`config.mk`:
```
export PLATFORM = sky130hd
export DESIGN_NAME = lbp_grid_scheduler
export DESIGN_NICKNAME = d
export VERILOG_FILES = /design/src/rtl/lbp_grid_scheduler.sv
export SDC_FILE = /design/constraint.sdc
export NUM_CORES = 1
export LEC_CHECK = 0
export ABC_AREA = 1
export BUFFER_PORTS_ARGS = -buffer_cell sky130_fd_sc_hd__buf_4
export CAP_MARGIN = 40
export CORE_MARGIN = 10
export CORE_UTILIZATION = 31
export DETAILED_ROUTE_END_ITERATION = 16
export PLACE_DENSITY = 0.59
export SYNTH_ARGS = -nofsm -noshare
export SYNTH_HDL_FRONTEND = slang
export SYNTH_SLANG_ARGS = --single-unit
```
`constraint.sdc`:
```
create_clock -name clk -period 1.9 [get_ports clk]
set_clock_uncertainty 0.15 [all_clocks]
set_input_delay 0.57 -clock clk [delete_from_list [all_inputs] [get_ports clk]]
set_output_delay 0.57 -clock clk [all_outputs]
set_load 0.02 [all_outputs]
```
`src/rtl/lbp_grid_scheduler.sv`:
```
// lbp_grid_scheduler
//   Walks the histogram compute unit (HCU) over every cell of an nx-by-ny LBP
//   grid in raster order (x fastest), one enable/finish job per cell, and
//   reports each completed cell with its linear index plus a final done pulse.
//
// Ports
//   clk, rst               : clock (rising edge), asynchronous active-low reset
//   start, abort           : grid request (sampled only when idle) / cancel
//   grid_x_num, grid_y_num : grid size, latched on an accepted start (0 -> 1)
//   hcu_enable             : HCU job request, held until hcu_finish
//   gridX_o, gridY_o       : coordinates of the current job
//   hcu_finish             : HCU job complete pulse
//   cell_valid, cell_index : per-cell completion pulse and its index y*nx+x
//   busy                   : scheduler not idle
//   done, aborted          : grid-complete / abort-acknowledge pulses
module lbp_grid_scheduler #(
  parameter int unsigned GRID_W = 4,
  parameter int unsigned IDX_W  = 8
) (
  input  logic              clk,
  input  logic              rst,
  input  logic              start,
  input  logic              abort,
  input  logic [GRID_W-1:0] grid_x_num,
  input  logic [GRID_W-1:0] grid_y_num,
  output logic              hcu_enable,
  output logic [GRID_W-1:0] gridX_o,
  output logic [GRID_W-1:0] gridY_o,
  input  logic              hcu_finish,
  output logic              cell_valid,
  output logic [IDX_W-1:0]  cell_index,
  output logic              busy,
  output logic              done,
  output logic              aborted
);

  localparam logic [GRID_W-1:0] ONE_G = GRID_W'(1);
  localparam logic [IDX_W-1:0]  ONE_I = IDX_W'(1);

  typedef enum logic [1:0] {IDLE, RUN, GAP, DONE} state_t;

  state_t            state_q, state_d;
  logic [GRID_W-1:0] nx_q, nx_d, ny_q, ny_d;
  logic [GRID_W-1:0] x_q, x_d, y_q, y_d;
  logic [IDX_W-1:0]  idx_q, idx_d;
  logic [IDX_W-1:0]  cell_index_q, cell_index_d;
  logic              hcu_enable_q, hcu_enable_d;
  logic              cell_valid_q, cell_valid_d;
  logic              busy_q, busy_d;
  logic              done_q, done_d;
  logic              aborted_q, aborted_d;
  logic              last_x, last_cell;

  always_comb begin
    state_d      = state_q;
    nx_d         = nx_q;
    ny_d         = ny_q;
    x_d          = x_q;
    y_d          = y_q;
    idx_d        = idx_q;
    cell_index_d = cell_index_q;
    cell_valid_d = 1'b0;
    done_d       = 1'b0;
    aborted_d    = 1'b0;
    last_x       = (x_q == nx_q - ONE_G);
    last_cell    = last_x && (y_q == ny_q - ONE_G);

    unique case (state_q)
      IDLE: begin
        if (start && !abort) begin
          nx_d    = (grid_x_num == '0) ? ONE_G : grid_x_num;
          ny_d    = (grid_y_num == '0) ? ONE_G : grid_y_num;
          x_d     = '0;
          y_d     = '0;
          idx_d   = '0;
          state_d = RUN;
        end
      end
      RUN: begin
        // abort outranks a coincident hcu_finish: the job is dropped unreported
        if (abort) begin
          aborted_d = 1'b1;
          state_d   = IDLE;
        end else if (hcu_finish) begin
          cell_valid_d = 1'b1;
          cell_index_d = idx_q;
          if (last_cell) begin
            state_d = DONE;
          end else begin
            state_d = GAP;
            idx_d   = idx_q + ONE_I;
            if (last_x) begin
              x_d = '0;
              y_d = y_q + ONE_G;
            end else begin
              x_d = x_q + ONE_G;
            end
          end
        end
      end
      GAP: begin
        if (abort) begin
          aborted_d = 1'b1;
          state_d   = IDLE;
        end else begin
          state_d = RUN;
        end
      end
      DONE: begin
        if (abort) begin
          aborted_d = 1'b1;
        end else begin
          done_d = 1'b1;
        end
        state_d = IDLE;
      end
      default: state_d = IDLE;
    endcase

    // registered outputs are derived from the state being entered
    hcu_enable_d = (state_d == RUN);
    busy_d       = (state_d != IDLE);
  end

  always_ff @(posedge clk or negedge rst) begin
    if (!rst) begin
      state_q      <= IDLE;
      nx_q         <= '0;
      ny_q         <= '0;
      x_q          <= '0;
      y_q          <= '0;
      idx_q        <= '0;
      cell_index_q <= '0;
      hcu_enable_q <= 1'b0;
      cell_valid_q <= 1'b0;
      busy_q       <= 1'b0;
      done_q       <= 1'b0;
      aborted_q    <= 1'b0;
    end else begin
      state_q      <= state_d;
      nx_q         <= nx_d;
      ny_q         <= ny_d;
      x_q          <= x_d;
      y_q          <= y_d;
      idx_q        <= idx_d;
      cell_index_q <= cell_index_d;
      hcu_enable_q <= hcu_enable_d;
      cell_valid_q <= cell_valid_d;
      busy_q       <= busy_d;
      done_q       <= done_d;
      aborted_q    <= aborted_d;
    end
  end

  assign hcu_enable = hcu_enable_q;
  assign gridX_o    = x_q;
  assign gridY_o    = y_q;
  assign cell_valid = cell_valid_q;
  assign cell_index = cell_index_q;
  assign busy       = busy_q;
  assign done       = done_q;
  assign aborted    = aborted_q;

endmodule

```
==> results_dict.tcl <==
set metrics [dict create \
    outcome "finished, final reports clean" \
    synth_top_area_cell "dfrtp_1" \
    clkSinkCount 39 \
    holdWs_ns 0.0823 \
    crit_cells 13 \
    drc_errors 0 \
    synth.top_cells.by_count "nand2_1 (95), dfrtp_1 (39), inv_1 (38), nor2_1 (18), o21ai_0 (13)" \
    synth_edf_count 0 \
    vias 1831 \
    gp_congestion 0.779 \
    p_leak_nw 1.48 \
    syn_nets 296 \
    drt_first_pass_iters 4 \
    drt_iter0_drc 112 \
    finalHoldViolCount 0 \
    powerDensity_nw_per_um2 764 \
    tightest_slew_ns 0.493 \
    routed_wl_um 4640 \
    rows 30 \
    synthTopCellsByArea "dfrtp_1 (44%), nand2_1 (16%), inv_1 (6.5%), nand2_2 (3.4%), o21ai_2 (3.2%)" \
    ys_seq_area_share_pct 44.1 \
    yosysUniqueCellTypes 25 \
    critPathMaxFanout 8 \
    critPathLaunchType "flop" \
    min_period_ns 1.87 \
    grt_pass1_wl_um 8050 \
    timing.final.crit_share_pct 98.6 \
    grt_usage_pct 8.73 \
    ys.flop_type "dfrtp_1" \
    synth_warnings 0 \
    synth_most_common_cell "nand2_1" \
    required_ns 1.98 \
    crit_path_end_kind "flop" \
    netlist_instances 278 \
    hp-class "primary input to asynchronous set/reset pin" \
    peakVddDrop_uv 235 \
    cts_buffer_depth 2 \
    hold_buffers 0 \
    core_um2 6870 \
    antenna_left 0 \
    setup_viol 0 \
    async_reset_ff_share_pct 100 \
    die_h_um 104 \
    met2_usage_pct 13.6 \
    nNetsFinal 348 \
    cts_tree "done" \
    diodes 0 \
    path_class "flop to flop" \
    syn_avg_cell_area_um2 7.95 \
    die_x_um 104 \
    cts_root_buf "clkbuf_8" \
    port_buffers 33 \
    cp.arrival_ns 1.96 \
    die-area_um2 10900 \
    crit_slowest_cell "dfrtp_1" \
    busiest_layer "met2" \
    grt.met3_usage_pct 2.54 \
    critPathTopFamily "simple AND/OR/NAND/NOR gates" \
    ff2ff_path_depth 13 \
    crit_buf_inv 3 \
    dp_hpwl_um 3480 \
    crit_path_cell_trace "inv_2, ha_4, inv_2, nand2_2, nand2_2, nor2_4, nand3_2, nor2_4, nand2_4, nand2_8, buf_12, nand2_1, o21ai_2" \
    clk_latency_ns 0.30 \
    cts_htree_levels 2 \
    drive_gt1_share_pct 30.8 \
    p_total_mw 2.15 \
    synth_top_area_share_pct 44.1 \
    grt_max_degree 40 \
    final_max_slew_viol_count 0 \
    met1_usage_pct 10.7 \
    layout.cells.non_filler 427 \
    startpoint "nx_q[0]" \
    critPathMaxStageDelay_ns 0.37 \
    grt-ovfl-total 0 \
    ys_ff_latch 39 \
    dpl.cell_count 413 \
    routedWlPerCell_um 10.9 \
    grt_pass1_vias 1714 \
    io_pins 34 \
    start_util_pct 32.2 \
    maxCapViolCount 0 \
    max_freq_mhz 534 \
    grt_antenna_before_repair 0 \
    viasPerCell 4.29 \
    syn_to_final_growth_pct 27.2 \
    numCtsBuffers 5 \
    relSlewSlack_pct 67.1 \
    synthesis.area_um2 2210 \
    clk_pin_slew_worst_paths_ns 0.08 \
    rsz0062_at_grt "yes" \
    timing.rr.start "nx_q[0]" \
]
[state kept, by name (all words and copies together), names as in the netlist]
name and flops:
aborted 1, hcu_enable 1, gridY_o 4, ny_q 4, busy 1, done 1
idx_q 8, nx_q 4, cell_index 8, state_q 2, gridX_o 4, cell_valid 1
[cells in the final DEF (no fill, tap or decap), drive strengths merged]
master / count
nand4: 4
clkinv: 1
clkinvlp: 1
nand3: 15
or2: 1
xnor2: 2
buf: 49
nor2: 23
a31oi: 2
inv: 42
nand3b: 1
nor3: 2
o21ai: 21
nand2: 110
xor2: 7
dfrtp: 39
clkbuf: 6
ha: 5
[worst paths after layout]
| check | endpoint | slack [ns] |
|---|---|---|
| worst max-delay path | gridX_o[0] | 0.03 |
| worst min-delay path | cell_index[4] | 0.08 |
| worst max register to register | gridX_o[0] | 0.03 |
| worst min register to register | cell_index[1] | 0.34 |
| max in group asynchronous | ny_q[1] | 1.17 |
| min in group clk | done | 0.27 |
[power breakdown]
part           total, mW  switching (mW)  internal (mW)
clock              0.567           0.310          0.257
combinational      0.627           0.362          0.266
sequential         0.954          0.0588          0.896
total               2.15           0.731           1.42
[cells by family (layout without fill, tap and decap cells)]
logic type,count (synthesis),after routing,synth area share (%)
simple gates,156,156,33.5
flops,39,39,44.1
buf+inv,46,99,9.28
compound gates,23,23,6.68
xor+xnor,9,9,3.57
fa+ha+maj,5,5,2.83
[worst register-to-register path, cell delays in order, from the launching register on]
cell and delay (ns):
dfrtp_1 0.37, inv_2 0.06, ha_4 0.27, inv_2 0.03, nand2_2 0.05, nand2_2 0.07
nor2_4 0.12, nand3_2 0.08, nor2_4 0.15, nand2_4 0.10, nand2_8 0.12, buf_12 0.14
nand2_1 0.06, o21ai_2 0.05
[per-layer routing]
| layer | vias up | routed length [um] |
|---|---|---|
| li1 | 955 | - |
| met1 | 844 | 2130 |
| met2 | 25 | 2240 |
| met3 | 7 | 190 |
| met4 | 0 | 81 |
| met5 | - | 0 |
[layout make-up]
type / instances / area (um2)
inverter: 42 / 158
clock inverter: 2 / 12.5
multi-input combinational: 193 / 1080
sequential: 39 / 976
fill: 701 / 4060
clock buffer: 6 / 72.6
tap: 96 / 120
timing repair buffer: 49 / 393
[repair_timing]
action	CTS	global route
setup buffers	0	6
setup endpoints to repair	3	18
gates resized for setup	1	11
pin swaps	0	8
[metrics by stage]
| step | util (%) | setup WS [ns] | area [um2] | TNS, ns |
|---|---|---|---|---|
| after floorplan | - | 0.123 | 2210 | 0 |
| after global placement | 38.3 | 0.0736 | 2630 | 0 |
| after detailed placement | 38.3 | 0.0267 | 2630 | 0 |
| after CTS | 39.6 | 0.0133 | 2720 | 0 |
| after global routing | 40.9 | -0.0888 | 2810 | -0.964 |
| final | 40.9 | 0.0267 | 2810 | 0 |
No activity file was read; power rests on OpenSTA's default activity.
